<file path="src/rtl/reset_seq_pkg.sv">
`default_nettype none
// ----------------------------------------------------------------------------
// reset_seq_pkg : shared state encoding and elaboration helpers for reset_sequencer
// Revision      : 1.0
// ----------------------------------------------------------------------------
package reset_seq_pkg;

  typedef enum logic [1:0] {
    HOLD    = 2'd0,
    RELEASE = 2'd1,
    DONE    = 2'd2
  } state_t;

  function automatic int cnt_width(input int min_assert, input int release_gap);
    int longest;
    longest = (min_assert > release_gap) ? min_assert : release_gap;
    return $clog2(longest + 1);
  endfunction

  function automatic bit params_ok(input int sync_stages, input int num_channels,
                                   input int min_assert, input int release_gap,
                                   input int output_polarity);
    return (sync_stages >= 2) && (num_channels >= 1) && (min_assert >= 1) &&
           (release_gap >= 1) && (output_polarity == 0 || output_polarity == 1);
  endfunction

endpackage
`default_nettype wire

</file>
<file path="src/rtl/reset_sync_chain.sv">
`default_nettype none
// ----------------------------------------------------------------------------
// reset_sync_chain : async-assert / sync-deassert flop chain, active-low in and out
// Revision         : 1.0
// ----------------------------------------------------------------------------
module reset_sync_chain #(
  parameter int STAGES = 3
) (
  input  logic clk,
  input  logic rst_n,
  output logic sync_rst_n
);

  logic [STAGES-1:0] stages;

  always_ff @(posedge clk or negedge rst_n) begin
    if (!rst_n) begin
      stages <= '0;
    end else begin
      stages <= {stages[STAGES-2:0], 1'b1};
    end
  end

  assign sync_rst_n = stages[STAGES-1];

endmodule
`default_nettype wire

</file>
<file path="src/rtl/reset_sequencer.sv">
`default_nettype none
// ----------------------------------------------------------------------------
// reset_sequencer : staged multi-channel reset release; optional software
//                   re-sequence request enabled by RESET_SEQ_SW_REQ_EN
// Revision        : 1.0
// ----------------------------------------------------------------------------
module reset_sequencer
  import reset_seq_pkg::*;
#(
  parameter int SYNC_STAGES     = 3,
  parameter int NUM_CHANNELS    = 4,
  parameter int MIN_ASSERT      = 8,
  parameter int RELEASE_GAP     = 16,
  parameter int OUTPUT_POLARITY = 1
) (
  input  logic                    clk,
  input  logic                    async_reset_i,
`ifdef RESET_SEQ_SW_REQ_EN
  input  logic                    sw_reset_req_i,
`endif
  output logic [NUM_CHANNELS-1:0] rst_o,
  output logic                    busy_o,
  output logic                    all_released_o
);

  localparam int CNT_W = cnt_width(MIN_ASSERT, RELEASE_GAP);
  localparam int IDX_W = (NUM_CHANNELS > 1) ? $clog2(NUM_CHANNELS) : 1;
  localparam logic [CNT_W-1:0] CNT_MAX   = '1;
  localparam logic [CNT_W-1:0] HOLD_LAST = CNT_W'(MIN_ASSERT - 1);
  localparam logic [CNT_W-1:0] GAP_LAST  = CNT_W'(RELEASE_GAP - 1);
  localparam logic [IDX_W-1:0] LAST_IDX  = IDX_W'(NUM_CHANNELS - 1);
  localparam logic [NUM_CHANNELS-1:0] POL_MASK = (OUTPUT_POLARITY == 0) ? '1 : '0;

  if (!params_ok(SYNC_STAGES, NUM_CHANNELS, MIN_ASSERT, RELEASE_GAP, OUTPUT_POLARITY))
  begin : g_param_check
    $error("reset_sequencer: illegal parameter set");
  end

  logic sw_req;
`ifdef RESET_SEQ_SW_REQ_EN
  assign sw_req = sw_reset_req_i;
`else
  assign sw_req = 1'b0;
`endif

  logic sync_rst_n;

  reset_sync_chain #(
    .STAGES (SYNC_STAGES)
  ) u_sync (
    .clk        (clk),
    .rst_n      (async_reset_i),
    .sync_rst_n (sync_rst_n)
  );

  state_t                  state, state_n;
  logic [CNT_W-1:0]        cnt, cnt_n, cnt_inc;
  logic [IDX_W-1:0]        idx, idx_n;
  logic [NUM_CHANNELS-1:0] asserted, asserted_n;

  always_ff @(posedge clk or negedge async_reset_i) begin
    if (!async_reset_i) begin
      state    <= HOLD;
      cnt      <= '0;
      idx      <= '0;
      asserted <= '1;
    end else begin
      state    <= state_n;
      cnt      <= cnt_n;
      idx      <= idx_n;
      asserted <= asserted_n;
    end
  end

  assign cnt_inc = (cnt == CNT_MAX) ? cnt : cnt + CNT_W'(1);

  // The sync chain stays high after a software request, so HOLD needs no explicit bypass.
  always_comb begin
    state_n    = state;
    cnt_n      = cnt;
    idx_n      = idx;
    asserted_n = asserted;
    case (state)
      HOLD: begin
        if (sync_rst_n) begin
          cnt_n = cnt_inc;
          if (cnt == HOLD_LAST) begin
            asserted_n = asserted << 1;
            cnt_n      = '0;
            idx_n      = IDX_W'(1);
            state_n    = (NUM_CHANNELS == 1) ? DONE : RELEASE;
          end
        end
      end
      RELEASE: begin
        if (sw_req) begin
          asserted_n = '1;
          cnt_n      = '0;
          idx_n      = '0;
          state_n    = HOLD;
        end else begin
          cnt_n = cnt_inc;
          if (cnt == GAP_LAST) begin
            asserted_n = asserted << 1;
            cnt_n      = '0;
            if (idx == LAST_IDX) begin
              state_n = DONE;
            end else begin
              idx_n = idx + IDX_W'(1);
            end
          end
        end
      end
      DONE: begin
        if (sw_req) begin
          asserted_n = '1;
          cnt_n      = '0;
          idx_n      = '0;
          state_n    = HOLD;
        end
      end
      default: begin
        asserted_n = '1;
        cnt_n      = '0;
        idx_n      = '0;
        state_n    = HOLD;
      end
    endcase
  end

  // Thermometer release order means the top channel alone tells whether anything is still held.
  assign rst_o          = asserted ^ POL_MASK;
  assign busy_o         = asserted[NUM_CHANNELS-1];
  assign all_released_o = ~asserted[NUM_CHANNELS-1];

endmodule
`default_nettype wire

</file>
<file path="config.mk">
export PLATFORM = sky130hd
export DESIGN_NAME = reset_sequencer
export DESIGN_NICKNAME = d
export VERILOG_FILES = /design/src/rtl/reset_seq_pkg.sv /design/src/rtl/reset_sync_chain.sv /design/src/rtl/reset_sequencer.sv
export SDC_FILE = /design/constraint.sdc
export NUM_CORES = 1
export LEC_CHECK = 0
export ABC_AREA = 1
export ABC_CLOCK_PERIOD_IN_PS = 2000
export CORE_MARGIN = 3
export CORE_UTILIZATION = 35
export CTS_CLUSTER_DIAMETER = 100
export DETAILED_ROUTE_END_ITERATION = 12
export GPL_TIMING_DRIVEN = 0
export SETUP_SLACK_MARGIN = 0.1
export SLEW_MARGIN = 5
export SYNTH_ARGS = -nofsm -noshare
export SYNTH_HDL_FRONTEND = slang
export SYNTH_HIERARCHICAL = 1
export SYNTH_SLANG_ARGS = --single-unit
</file>
<file path="constraint.sdc">
create_clock -name clk -period 2 [get_ports clk]
set_clock_uncertainty 0.1 [all_clocks]
set_input_delay 0.4 -clock clk [delete_from_list [all_inputs] [get_ports clk]]
set_output_delay 0.4 -clock clk [all_outputs]
set_load 0.01 [all_outputs]
</file>
# [Word-level counts from Yosys, hierarchy flattened]
# Cells that the tools add are included.
[word_totals] elab_cells=42 out_inout_bits=6 latchBits=0 mem_bits_ro=0 register_bits=16 n_memories=0 in_bits=2 ram_bits=0
[op_classes] n_reduce_logical=5 n_mux=17 n_eq_ne=11 order_cmp=0 addsub=2 bitwise_logic=2 multipliers=0 n_div=0 shift=0
[ops] op="5-bit two-way mux" count=4
[ops] op="5-bit one-hot mux with 3 select lines" count=1
[ops] op="2-bit two-way mux" count=6
[ops] op="4-bit two-way mux" count=3
[ops] op="2-bit one-hot mux with 3 select lines" count=2
[ops] op="4-bit one-hot mux with 3 select lines" count=1
[ops] op="5-bit AND reduction" count=2
[ops] op="2-bit != test (second input constant)" count=4
[ops] op="5-bit by 1-bit adder with 5-bit output (second input constant)" count=1
[ops] op="5-bit by 3-bit == test with 1-bit output (second input constant)" count=1
[ops] op="5-bit by 4-bit == test with 1-bit output (second input constant)" count=1
[ops] op="5-bit == test (second input constant)" count=1
[ops] op="2-bit == test (second input constant)" count=2
[ops] op="4-bit AND reduction" count=1
[ops] op="2-bit by 1-bit adder with 2-bit output (second input constant)" count=1
[ops] op="2-bit by 1-bit == test with 1-bit output (second input constant)" count=1
[ops] op="2-bit logical NOT" count=1
[ops] op="2-bit by 1-bit != test with 1-bit output (second input constant)" count=1
[ops] op="1-bit NOT" count=2
[ops] op="2-bit AND reduction" count=1

# [Logic depth before layout (Yosys ltp)]
# Gate-level depths: netlist of run 1.
[logic_depth] depth_word=5 depth_mapped=9 mapped_depth_nobuf=9

# [By module]
# Netlist of run 1, hierarchy kept.
[by_module_without_submodules] module="reset_sequencer" n_inst=1 seq_area_each_um2=330.3 area_each_um2=772.0 cells_per_inst=98
[by_module_without_submodules] module="reset_sync_chain" n_inst=1 seq_area_each_um2=75.1 area_each_um2=78.8 cells_per_inst=4

# [Worst setup path before layout of run 1]
# OpenSTA, ideal clock, no wires.
[synth_timing] kind="reg-to-reg" from="register cnt[0]" to="register idx[1]" arrival_time_ns=1.149 slack_ns=0.634 period_less_slack_ns=1.366 setup_time_ns=0.117 stages_incl_launch_ff=10 t_required_ns=1.783 n_path_buf=0 path_cell_list="dfrtp_1 ha_1 nand2_1 inv_1 nand2_1 nand2_4 nand3_4 inv_1 nand2_1 nand2_1"
[synth_via] elab_chain_len=3 word_cells_on_any_way=5 cone_classes="eq/ne: 4; reduce/logical: 1"
[synth_rtl] element="from (decl)" line="reset_sequencer.sv:57" rtl="logic [CNT_W-1:0] cnt, cnt_n, cnt_inc;"
[synth_rtl] element="from (signal assigned)" line="reset_sequencer.sv:69" rtl="cnt <= cnt_n;"
[synth_rtl] element="5-bit by 4-bit == test with 1-bit output / 5-bit by 3-bit == test with 1-bit output (equally long branches)" line="reset_sequencer.sv:103, reset_sequencer.sv:87"
[synth_rtl] element="2-bit != test (no line)"
[synth_rtl] element="5-bit AND reduction (no line) *"
[synth_rtl] element="to (signal assigned)" line="reset_sequencer.sv:70" rtl="idx <= idx_n;"
[synth_rtl] element="to (decl)" line="reset_sequencer.sv:58" rtl="logic [IDX_W-1:0] idx, idx_n;"
# Every way passes the cells marked *; elsewhere a longest branch is shown, timed or not.
# A chain may end at the register's enable or synchronous reset.

# [Worst setup path after layout of run 1]
[layout_timing] from="register asserted[3], in the netlist rst_o[3]" to="output port all_released_o"
[layout_via] elab_chain_len=1
[layout_rtl] element="from (decl)" line="reset_sequencer.sv:59" rtl="logic [NUM_CHANNELS-1:0] asserted, asserted_n;"
[layout_rtl] element="from (signal assigned)" line="reset_sequencer.sv:71" rtl="asserted <= asserted_n;"
[layout_rtl] element="1-bit NOT" line="reset_sequencer.sv:134" rtl="assign all_released_o = ~asserted[NUM_CHANNELS-1];"
[layout_rtl] element="to (decl)" line="reset_sequencer.sv:23" rtl="output logic all_released_o"
# No other way between the ends.

==> results.cfg, run 1 <==
[global_route]
grt_max_degree = 17
grt_antenna_before_repair = 0
grt_use_total = 0.1038
grt-ovfl-total = 0
grt_pass1_vias = 576
grt_pass1_wl_um = 2539

[setup_path]
critPathCaptureType = output port
reg2reg_depth = 9
required_ns = 1.50
worst-setup-path-type = reg -> out
cp_max_fo = 4
worst_setup_path_start_kind = flip-flop
cp.arrival_ns = 1.35

[die]
design.die.area_mm2 = 0.003059
core_area_mm2 = 0.002255
die_h_um = 55.31
num_io_pins = 8
die_w_um = 55.31
rows = 17
start_util = 0.3774

[finish]
diodes = 0
mostFrequentLayoutCell = nand2_1
final_cells = 141
drive_above_1_share = 0.1416
fin_nets = 119
fin_area_mm2 = 0.001001
final_cell_mix = nand2_1, nor2_1, dfrtp_1
area_growth_pct = 17.65
post-route-util = 0.4440

[placed_design]
preCtsSetupSlack_ns = 0.3528
dp_hpwl_um = 1070
placed_cell_area_um2 = 955.9
dpl.cell_count = 137
gp_congestion = 0.8193
io_buffers = 7

[run_status]
outcome = finished clean

[clocking]
cts_buffer_depth = 2
clk_pin_slew_ns = 0.09
holdBufCountCts = 0
numCtsBuffers = 3
cts_root_buffer = clkbuf_4
h-tree-depth = 1
clock_sinks = 16
cts_setup_buffers = 0
cts_resized = 1
cts_tree = built
clk_latency_ns = 0.29

[power]
power_density_mw_per_mm2 = 1615
finalPower_mw = 1.617
power.leakage_nw = 0.5442
ir_worst_vdd_uv = 780.4

[yosys]
postSynthAreaPerCell_um2 = 8.341
synth_fp_nets = 107
ys_warn_count = 6
yosysSeqAreaShare = 0.4765
synthDistinctLibCells = 22
yosys_register_bits = 16
syn-instance-count = 102
synth_area_um2 = 850.8

[detailed_routing]
drtIter0Drc = 21
drtPass1Iterations = 4
routedWlPerCell_um = 10.21
num_vias = 653
drc = 0
avgViaCountPerCell = 4.631
totalWireLength_um = 1439
drtAntennaViolNets = 0

[timing]
relSlewSlack = 0.5289
fin_ws_ns = 0.1451
fin_crit_sh = 0.9274
finalHoldViolations = 0
whs_ns = 0.2537
finalCriticalPeriod_ns = 1.855
rsz0062_at_grt = no
finalSetupTns_ns = 0
fmax_mhz = 539.1
setup_viol = 0
tightest_slew_ns = 0.7044
slew_violations = 0

[hold_path]
holdPathStages = 0
min_path_type = reg -> reg

[run]
maxCapViolCount = 0
[where the power goes]
part           switching (mW)  internal (mW)
combinational           0.477          0.348
clock                   0.100          0.111
sequential              0.104          0.477
[layer usage]
layer / up-vias / track usage / routed length, um / share of wire
met5: - / 0 / 0 / 0
met4: 0 / 0.04167 / 34 / 0.024
met3: 4 / 0.04206 / 72 / 0.050
met2: 15 / 0.1453 / 595 / 0.41
met1: 289 / 0.1414 / 737 / 0.51
li1: 345 / - / - / -
[flip-flops by register name (all words and copies together) (netlist names)]
| signal | flops |
|---|---|
| u_sync/stages | 3 |
| idx | 2 |
| rst_o | 4 |
| cnt | 5 |
| state | 2 |
[synth_stat cells]
cell,count,area (um2)
nand2_1,28,105.1
nor2_1,13,48.80
dfrtp_1,12,300.3
inv_1,11,41.29
nand3_1,5,25.02
o21ai_0,5,25.02
a21oi_1,4,20.02
dfstp_2,4,105.1
ha_1,3,37.54
nand4_1,3,18.77
inv_2,2,7.510
xor2_1,2,17.52
a31oi_1,1,6.260
buf_4,1,7.510
buf_6,1,11.26
conb_1,1,3.750
nand2_4,1,11.26
nand3_4,1,17.52
nor2_4,1,11.26
o21ai_4,1,16.27
o21bai_1,1,7.510
or2_0,1,6.260
[logic make-up after synthesis]
kind of cell / after synthesis / share of synthesized area
buffers and inverters: 15 / 0.07942
DFF: 16 / 0.4765
AOI/OAI and AO/OA: 12 / 0.08824
and+or+nand+nor: 53 / 0.2868
xor gates and xnor gates: 2 / 0.02059
adders and majority gates: 3 / 0.04412
other: 1 / 0.004408
[critical path: stages, from the launching register on]
cell and delay, ns:
dfstp_2 0.56, inv_1 0.04, clkdlybuf4s50_1 0.47
[final timing paths]
check | from | to | slack, ns
worst max-delay path | rst_o[3] | all_released_o | 0.15
worst min-delay path | u_sync/stages[0] | u_sync/stages[1] | 0.25
worst max register to register | cnt[0] | idx[1] | 0.47
worst min register to register | u_sync/stages[0] | u_sync/stages[1] | 0.25
max in group asynchronous | async_reset_i | cnt[0] | 0.93
min in group asynchronous | async_reset_i | state[0] | 0.43
[cell type report]
class | count | area, um2
Clock buffer | 4 | 36.28
Timing Repair Buffer | 7 | 78.83
Inverter | 13 | 48.80
Buffer | 2 | 18.77
Tap cell | 28 | 35.03
Sequential cell | 16 | 405.4
Fill cell | 239 | 1254
Multi-Input combinational cell | 71 | 377.9
(Power assumes the default switching activity.)
==> run 2, diff against run 1 <==
SLEW_MARGIN = 40   (was 5)
==> results of run 2 <==
Final layout, timing and power as in run 1 (identical DEF).
==> run 3, diff against run 2 <==
CELL_PAD_IN_SITES_DETAIL_PLACEMENT = 0   (was not set)
CELL_PAD_IN_SITES_GLOBAL_PLACEMENT = 1   (was not set)
CTS_BUF_LIST = sky130_fd_sc_hd__clkbuf_4 sky130_fd_sc_hd__clkbuf_8   (was not set)
PLACE_DENSITY = 0.63   (was not set)
==> run 3 against run 2 <==
Routed wire length increased by 7.3%. Combinational power about the same. Critical endpoint is now rst_o[3]. Sequential power is 0.7% higher. Count of clock-buffer cells in the layout unchanged. Cell area grew 0.25%. Non-clock buffer count unchanged. Fmax increased by 10%. Largest power group unchanged. Worst setup slack improved by 0.17 ns. Clock power about the same.
==> results.cfg, run 3 (same netlist as run 1, synthesis figures left out) <==
[detailed_routing]
totalWireLength_um = 1544
drtAntennaViolNets = 0
num_vias = 647
avgViaCountPerCell = 4.589
routedWlPerCell_um = 10.95
drc = 0
drtIter0Drc = 15
drtPass1Iterations = 4

[global_route]
grt_use_total = 0.1183
grt_pass1_vias = 622
grt_pass1_wl_um = 2925
grt_antenna_before_repair = 0
grt-ovfl-total = 0
grt_max_degree = 17

[finish]
area_growth_pct = 17.94
fin_nets = 119
largest-register = cnt
fillCellCount = 248
final_cell_mix = nand2_1, nor2_1, dfrtp_1
diodes = 0
largest_reg_flops = 5
drive_above_1_share = 0.1416
mostFrequentLayoutCell = nand2_1

[setup_path]
required_ns = 1.50
cp_max_fo = 4
worst_setup_path_start_kind = flip-flop
worst-setup-path-type = reg -> out
critPathCaptureType = output port
cp.arrival_ns = 1.18

[clocking]
cts_buffer_depth = 2
clock_sinks = 16
clk_pin_slew_ns = 0.09
h-tree-depth = 1
numCtsBuffers = 3
cts_root_buffer = clkbuf_4
cts_tree = built
holdBufCountCts = 0
clk_latency_ns = 0.28
cts_setup_buffers = 0

[timing]
fin_crit_sh = 0.8419
fmax_mhz = 593.9
finalSetupTns_ns = 0
tightest_slew_ns = 0.7127
slew_violations = 0
setup_viol = 0
finalCriticalPeriod_ns = 1.684
rsz0062_at_grt = no
finalHoldViolations = 0
fin_ws_ns = 0.3162
relSlewSlack = 0.5234

[run_status]
outcome = finished clean

[die]
die_w_um = 55.31
rows = 17
die_h_um = 55.31
design.die.area_mm2 = 0.003059
core_area_mm2 = 0.002255
num_io_pins = 8
start_util = 0.3774

[power]
power_density_mw_per_mm2 = 1612
ir_worst_vdd_uv = 796.9
power.leakage_nw = 0.5524

[placed_design]
gp_congestion = 0.7404
io_buffers = 7
preCtsSetupSlack_ns = 0.3489
dp_hpwl_um = 1186

[hold_path]
min_path_type = reg -> reg

[run]
maxCapViolCount = 0
## run 3: what timing repair did
item	4_1_cts	5_1_grt
endpoints found under the hold margin	0	0
gates resized for setup	1	5
endpoints found under the setup margin	1	5
gates cloned	0	0
## run 3: through the flow
stage / util / hold WS, ns / power [mW] / cells / cell area (um2)
floorplan: - / 0.004409 / 1.184 / 102 / 850.8
global placement: 0.4240 / 0.2317 / 1.437 / 137 / 955.9
detailed placement: 0.4240 / 0.2395 / 1.450 / 137 / 955.9
CTS: 0.4395 / 0.2664 / 1.667 / 141 / 991.0
global route: 0.4451 / 0.2813 / 1.805 / 141 / 1003
finish: 0.4451 / 0.2635 / 1.618 / 141 / 1003
## run 3: critical path, cell delays in order, from the launching register on
cell and delay [ns]:
dfstp_2 0.56, buf_4 0.10, dlygate4sd2_1 0.25
## run 3: per-layer routing
layer | track usage | routed length [um] | vias up
li1 | - | - | 346
met1 | 0.1686 | 768 | 287
met2 | 0.1723 | 681 | 12
met3 | 0.04439 | 79 | 2
met4 | 0.02083 | 14 | 0
met5 | 0 | 0 | -
## run 3: cell type report
| type | instances | area [um2] | area share |
|---|---|---|---|
| Multi-Input combinational cell | 71 | 377.9 | 0.3766 |
| Buffer | 2 | 18.77 | 0.01870 |
| Inverter | 13 | 48.80 | 0.04863 |
| Sequential cell | 16 | 405.4 | 0.4040 |
| Timing Repair Buffer | 7 | 81.33 | 0.08105 |
| Tap cell | 28 | 35.03 | 0.03491 |
| Clock buffer | 4 | 36.28 | 0.03616 |
## run 3: final timing paths
kind	startpoint	end	slack, ns	cells past startpoint
worst min register to register	u_sync/stages[1]	u_sync/stages[2]	0.26	0
worst min-delay path	u_sync/stages[1]	u_sync/stages[2]	0.26	0
max in group asynchronous	async_reset_i	cnt[3]	0.91	1
min in group asynchronous	async_reset_i	cnt[1]	0.44	1
worst max-delay path	rst_o[3]	rst_o[3]	0.32	2
worst max register to register	cnt[0]	idx[1]	0.48	9
## run 3: power breakdown
group	switching (mW)	leakage, nW	internal (mW)
sequential	0.108	0.193	0.477
combinational	0.479	0.338	0.344
clock	0.0985	0.0210	0.111
total	0.686	0.552	0.932
